File: config.mk
export PLATFORM = sky130hd
export DESIGN_NAME = rotor_stepper
export DESIGN_NICKNAME = d
export VERILOG_FILES = /design/src/rtl/rotor_stepper.sv
export SDC_FILE = /design/constraint.sdc
export NUM_CORES = 1
export LEC_CHECK = 0
export BUFFER_PORTS_ARGS = -buffer_cell sky130_fd_sc_hd__buf_4
export CORE_AREA = 2 2 57 72
export DETAILED_ROUTE_END_ITERATION = 10
export DIE_AREA = 0 0 59 74
export PLACE_DENSITY_LB_ADDON = 0.05
export REMOVE_ABC_BUFFERS = 1
export SYNTH_ARGS = -nofsm -noshare
export SYNTH_HDL_FRONTEND = slang
export SYNTH_SLANG_ARGS = --single-unit
export TNS_END_PERCENT = 50
File: constraint.sdc
create_clock -name clk -period 1.6 [get_ports clk]
set_input_delay 0.4 -clock clk [delete_from_list [all_inputs] [get_ports clk]]
set_output_delay 0.4 -clock clk [all_outputs]
set_load 0.02 [all_outputs]
File: src/rtl/rotor_stepper.sv
// Rotor stepping controller for a three-rotor cipher machine.
// A key press advances the rotors once (single carry plus double-step).
// The new positions are then held for a settle window, and step_done
// marks the cycle where the encrypted output path is valid.
module rotor_stepper #(
  parameter logic [4:0] NOTCH1        = 5'd16,
  parameter logic [4:0] NOTCH2        = 5'd4,
  parameter int unsigned SETTLE_CYCLES = 2
) (
  input  logic       clk,
  input  logic       rst_n,
  input  logic       load,
  input  logic [4:0] init_pos1,
  input  logic [4:0] init_pos2,
  input  logic [4:0] init_pos3,
  input  logic       step_req,
  output logic [4:0] position1,
  output logic [4:0] position2,
  output logic [4:0] position3,
  output logic       busy,
  output logic       step_done
);

  localparam logic [1:0] S_IDLE   = 2'd0;
  localparam logic [1:0] S_STEP   = 2'd1;
  localparam logic [1:0] S_SETTLE = 2'd2;
  localparam logic [1:0] S_DONE   = 2'd3;

  localparam logic [3:0] SETTLE_LAST = 4'(SETTLE_CYCLES - 1);

  logic [1:0] state_q, state_d;
  logic [3:0] cnt_q, cnt_d;
  logic [4:0] pos1_q, pos1_d;
  logic [4:0] pos2_q, pos2_d;
  logic [4:0] pos3_q, pos3_d;
  logic       busy_q, busy_d;
  logic       done_q, done_d;

  // Advance one ring position, wrapping Z back to A.
  function automatic logic [4:0] inc26(input logic [4:0] p);
    return (p == 5'd25) ? 5'd0 : 5'(p + 5'd1);
  endfunction

  // Fold out-of-range load values (26..31) back into 0..25.
  function automatic logic [4:0] fold26(input logic [4:0] p);
    return (p >= 5'd26) ? 5'(p - 5'd26) : p;
  endfunction

  // Next-state, position update and registered-output decode.
  always_comb begin
    state_d = state_q;
    cnt_d   = cnt_q;
    pos1_d  = pos1_q;
    pos2_d  = pos2_q;
    pos3_d  = pos3_q;
    case (state_q)
      S_IDLE: begin
        if (load) begin
          pos1_d = fold26(init_pos1);
          pos2_d = fold26(init_pos2);
          pos3_d = fold26(init_pos3);
        end else if (step_req) begin
          state_d = S_STEP;
        end
      end
      S_STEP: begin
        // Notches are evaluated on the pre-step positions.
        pos1_d = inc26(pos1_q);
        if ((pos1_q == NOTCH1) || (pos2_q == NOTCH2)) begin
          pos2_d = inc26(pos2_q);
        end
        if (pos2_q == NOTCH2) begin
          pos3_d = inc26(pos3_q);
        end
        cnt_d   = 4'd0;
        state_d = S_SETTLE;
      end
      S_SETTLE: begin
        if (cnt_q == SETTLE_LAST) begin
          state_d = S_DONE;
        end else begin
          cnt_d = 4'(cnt_q + 4'd1);
        end
      end
      S_DONE: begin
        state_d = S_IDLE;
      end
      default: begin
        state_d = S_IDLE;
      end
    endcase
    busy_d = (state_d != S_IDLE);
    done_d = (state_d == S_DONE);
  end

  // State, positions and status flags; reset aborts any step in flight.
  always_ff @(posedge clk or negedge rst_n) begin
    if (!rst_n) begin
      state_q <= S_IDLE;
      cnt_q   <= 4'd0;
      pos1_q  <= 5'd0;
      pos2_q  <= 5'd0;
      pos3_q  <= 5'd0;
      busy_q  <= 1'b0;
      done_q  <= 1'b0;
    end else begin
      state_q <= state_d;
      cnt_q   <= cnt_d;
      pos1_q  <= pos1_d;
      pos2_q  <= pos2_d;
      pos3_q  <= pos3_d;
      busy_q  <= busy_d;
      done_q  <= done_d;
    end
  end

  assign position1 = pos1_q;
  assign position2 = pos2_q;
  assign position3 = pos3_q;
  assign busy      = busy_q;
  assign step_done = done_q;

endmodule
# After elaboration in Yosys (flattened, before gate mapping)
# Index checks and enable logic that the tools add are counted.
# totals
out_inout_bits	17
register_bits	23
word_cells	60
input_bits	19
# op_classes
n_lt_le_gt_ge	3
addsub	7
reduce_logical	9
eq_ne	14
mux	20
# op_table
op	n
two-way mux 5 bit	11
one-hot mux 5 bit (2 select lines)	3
equality test 5 bit, second input constant	4
adder 5 x 1 -> 5 bit, second input constant	3
greater-or-equal comparator 5 bit, second input constant	3
subtractor 5 bit, second input constant	3
!= test 2 bit, second input constant	4
one-hot mux 2 bit (4 select lines)	1
one-hot mux 4 bit (2 select lines)	1
equality test 2 bit, second input constant	3
two-way mux 2 bit	3
AND reduction 3 bit	2
nonzero test 2 bit	3
equality test 5 x 3 -> 1 bit, second input constant	1
adder 4 x 1 -> 4 bit, second input constant	1
equality test 4 x 1 -> 1 bit, second input constant	1
two-way mux 4 bit	1
AND reduction 2 bit	2
equality test 2 x 1 -> 1 bit, second input constant	1
zero test 2 bit	1
logical OR 1 bit	1

# Logic depth before layout (Yosys ltp)
# depth
ltp_word	4
mapped_depth	8

# Worst setup path after synthesis
# OpenSTA, ideal clock, no wires.
# synth_timing
kind	register to register
startpoint	register pos2_q[0] (netlist: position2[0])
endpoint	register pos3_q[3] (netlist: position3[3])
path_stages_with_launch	7
t_arrival_ns	1.482
setup_ns	0.121
period_less_slack_ns	1.603
slack_ns	-0.003
required_time_ns	1.479
n_path_buf	0
cell_sequence	dfrtp_1 > inv_1 > ha_1 > nand4bb_4 > a21oi_4 > o21ai_1 > a22o_1
# synth_between
elab_chain_len	3
# synth_lines
item	line	source
start, declared	34	logic [4:0] pos2_q, pos2_d;
start signal, assigned	110	pos2_q <= pos2_d;
equality test 5 x 3 -> 1 bit	72	if (pos2_q == NOTCH2) begin
!= test 2 bit (no line)	-	
AND reduction 3 bit (no line)	-	
end signal, assigned	111	pos3_q <= pos3_d;
end, declared	35	logic [4:0] pos3_q, pos3_d;
# No other way between the ends.
# A chain may end at the register's enable or synchronous reset.

# Worst setup path after layout
# layout_timing
startpoint	register state_q[0]
endpoint	register pos3_q[3] (netlist: position3[3])
# layout_between
elab_chain_len	3
word_cells_on_any_way	7
# layout_lines
item	line	source
start, declared	31	logic [1:0] state_q, state_d;
start signal, assigned	107	state_q <= state_d;
equality test 2 x 1 -> 1 bit / zero test 2 bit (equally long branches)	56	case (state_q)
!= test 2 bit (no line) / nonzero test 2 bit (equally long branches)	-	
AND reduction 3 bit (no line)	-	
# Parallel ways exist; a longest one is shown, timed or not.

==> results.md <==
* Post-synthesis sequential area ratio at 0.333
* Pleak at between 1 and 1.5 nW
* Fmax at about 610 MHz
* EDFF count, synth at 0
* Number of I/O port buffers at 35
* Unique masters post-synth at 50
* Clock Latency Late Sink at about 0.26 ns
* Setup-failing EPs final at 5
* Setup TNS at -0.167 ns
* Violated checks: negative setup slack
* Area of the multi-input gates at around 1100 um^2
* Fill cells at 331
* Final std cells w/o fill at between 200 and 300
* Die height at around 74 um
* Vias in the first global route at between 1500 and 2000
* Number of max-cap violations at 0
* PD cells at between 1500 and 2000 nW/um^2
* TritonRoute pass-1 iters at 4
* Rows at 25
* Clock transition at path regs at approximately 0.090 ns
* Fin crit share at 1.03
* Cts hold-fix bufs at 0
* Relative slew slack at 0.785
* Worst Path Max Fanout at 8
* Crit path capture type: flop
* CTS tree: yes
* Fin. max-slew vios at 0
* Area Growth Syn to Fin at 32.2%
* GRT Util Overall at 0.201
* Root Buffer: clkbuf_8
* Commonest non-fill, non-tap cell in the layout: buf_4
* Final wirelength at roughly 4200 um
* Initial antenna violation count at 0
* Final hold violation count at 0
* Die Footprint at 4370 um^2
* H-Tree Depth at 1
* Async SR Flop Fraction at 1.00
* GPL Wtd Cong at roughly 0.83
* Worst slew pin tran at approximately 0.32 ns
* Status: complete, but fails checks
* # diodes at 0
* Largest net degree at the start of global routing at 24
* Die W at between 50 and 60 um
* IO Pins at 36
* Yosys reg bits at 23
* RSZ-0062 raised after global routing: true
* Synth Instances at 190
* VDD IR-drop max at 0.830 mV
* DP HPWL at between 3000 and 4000 um
* Setup WS post-layout at -0.0519 ns
* Hold Crit Class: in -> async
* Worst EP required at 1.76 ns
* Worst-case reg-to-reg path depth at 7
* Fin util at 0.619
* Most frequent cells in the layout: buf_4 (54), dfrtp_1 (22), inv_1 (16), o21ai_0 (16), ha_1 (14)
* Initial core utilization at 0.468
* Post-route ant nets at 0
* Drt drc at 0
* R2r setup slk at -0.05 ns
* Vias at around 1600
* Routed wire per std cell at between 10 and 15 um
* Critical Path Source Type: flop
* Reg-to-Reg End: position3[3]
* Post-synth top flop: dfrtp_1
* Final min period at 1.65 ns
* Reg-to-Reg Start: state_q[0]
* Hold WS at 0.0221 ns
* Layout Skew at around 0.0011 ns
* Global-route wire length before repair at 6920 um
* Place WS at -0.0871 ns
* Cells after DPL at between 200 and 300
* Number of synthesis warnings at 0
* Bufs on Longest Clock Path at 2
* Nets at 283
* Crit path kind: reg -> reg
* Register Area at about 580 um^2
* 1st-iter DRT viols at 70
* Remaining Overflow, GRT at 0
* Number of CTS-inserted buffers at 3
* Critical Path AT at around 1.8 ns
* Average size of a mapped cell at 9.09 um^2
* DR vias/cell at between 5 and 6
* Layout cell share with drive strength beyond 1 at 0.313
* Post-Syn Area at 1730 um^2
* Clock net sink count at 23
* Core Box Area at between 3000 and 4000 um^2
-- layout make-up --
type,instances,area share
inverters,19,0.0312
multi-input cells,143,0.478
well taps,40,0.0219
clock buffers,3,0.0181
repair buffers,57,0.196
flip-flops and latches,23,0.253
clock inverters,1,0.00219
-- critical path, cell delays in order (launching register included) --
cell,delay [ns]
dfrtp_2,0.45
inv_2,0.09
ha_4,0.14
mux2i_4,0.32
buf_12,0.15
a21oi_4,0.05
buf_4,0.15
a22o_1,0.19
-- cells by family (layout without fill, tap and decap cells) --
group / count (synthesis) / in the layout / share of synthesized area
and+or+nand+nor: 59 / 59 / 0.199
buffers and inverters: 24 / 80 / 0.0572
adders and majority gates: 17 / 17 / 0.123
xor gates and xnor gates: 3 / 3 / 0.0152
AOI/OAI and AO/OA: 63 / 63 / 0.259
DFF: 23 / 23 / 0.333
muxes: 1 / 1 / 0.0130
-- through the flow --
stage,total power [W],cell area [um^2]
4_1_cts,0.00416,2220
2_1_floorplan,0.00266,1700
3_3_place_gp,0.00352,2120
3_5_place_dp,0.00364,2120
6_report,0.00431,2280
5_1_grt,0.00465,2280
-- how the worst max path moves through the flow --
stage	startpoint	slack (ns)	endpoint
finish	state_q[0]	-0.05	position3[3]
global placement	state_q[1]	-0.007	position1[2]
detailed placement	state_q[0]	-0.09	position1[2]
CTS	state_q[0]	-0.03	position1[2]
global route	state_q[0]	-0.10	position3[2]
floorplan	state_q[1]	-0.42	position1[1]
-- what timing repair did --
action	CTS	global route
gates resized for setup	9	6
pin swaps	4	4
setup endpoints to repair	8	15
setup buffers	3	5
-- Yosys cell counts, drive strengths merged (3+ instances only) --
cell / count / area share
o211ai: 3 / 0.013
a31oi: 5 / 0.027
buf: 5 / 0.016
nor3: 3 / 0.0087
ha: 17 / 0.12
nand3: 9 / 0.026
xnor2: 3 / 0.015
a22oi: 3 / 0.013
a21oi: 8 / 0.030
and3: 3 / 0.011
nand2b: 7 / 0.025
nor2: 10 / 0.022
nand2: 11 / 0.024
o21ai: 20 / 0.060
dfrtp: 23 / 0.33
inv: 19 / 0.041
o22ai: 3 / 0.011
-- report_power, final --
group	switching [W]	internal, W
Sequential	0.000298	0.000854
Combinational	0.00141	0.00137
Clock	0.000202	0.000174
-- flip-flops by register name, indices dropped and copies added (netlist names) --
name and flops:
position1 5, position3 5, step_done 1, busy 1, cnt_q 4, state_q 2
position2 5
-- per-layer routing --
metal  track usage  vias up  part of all wire
li1              -      808                 -
met1         0.241      790              0.42
met3        0.0243        6             0.031
met5             0        -                 0
met4        0.0530        0             0.015
met2         0.374       35              0.53
(Power assumes the default switching activity.)
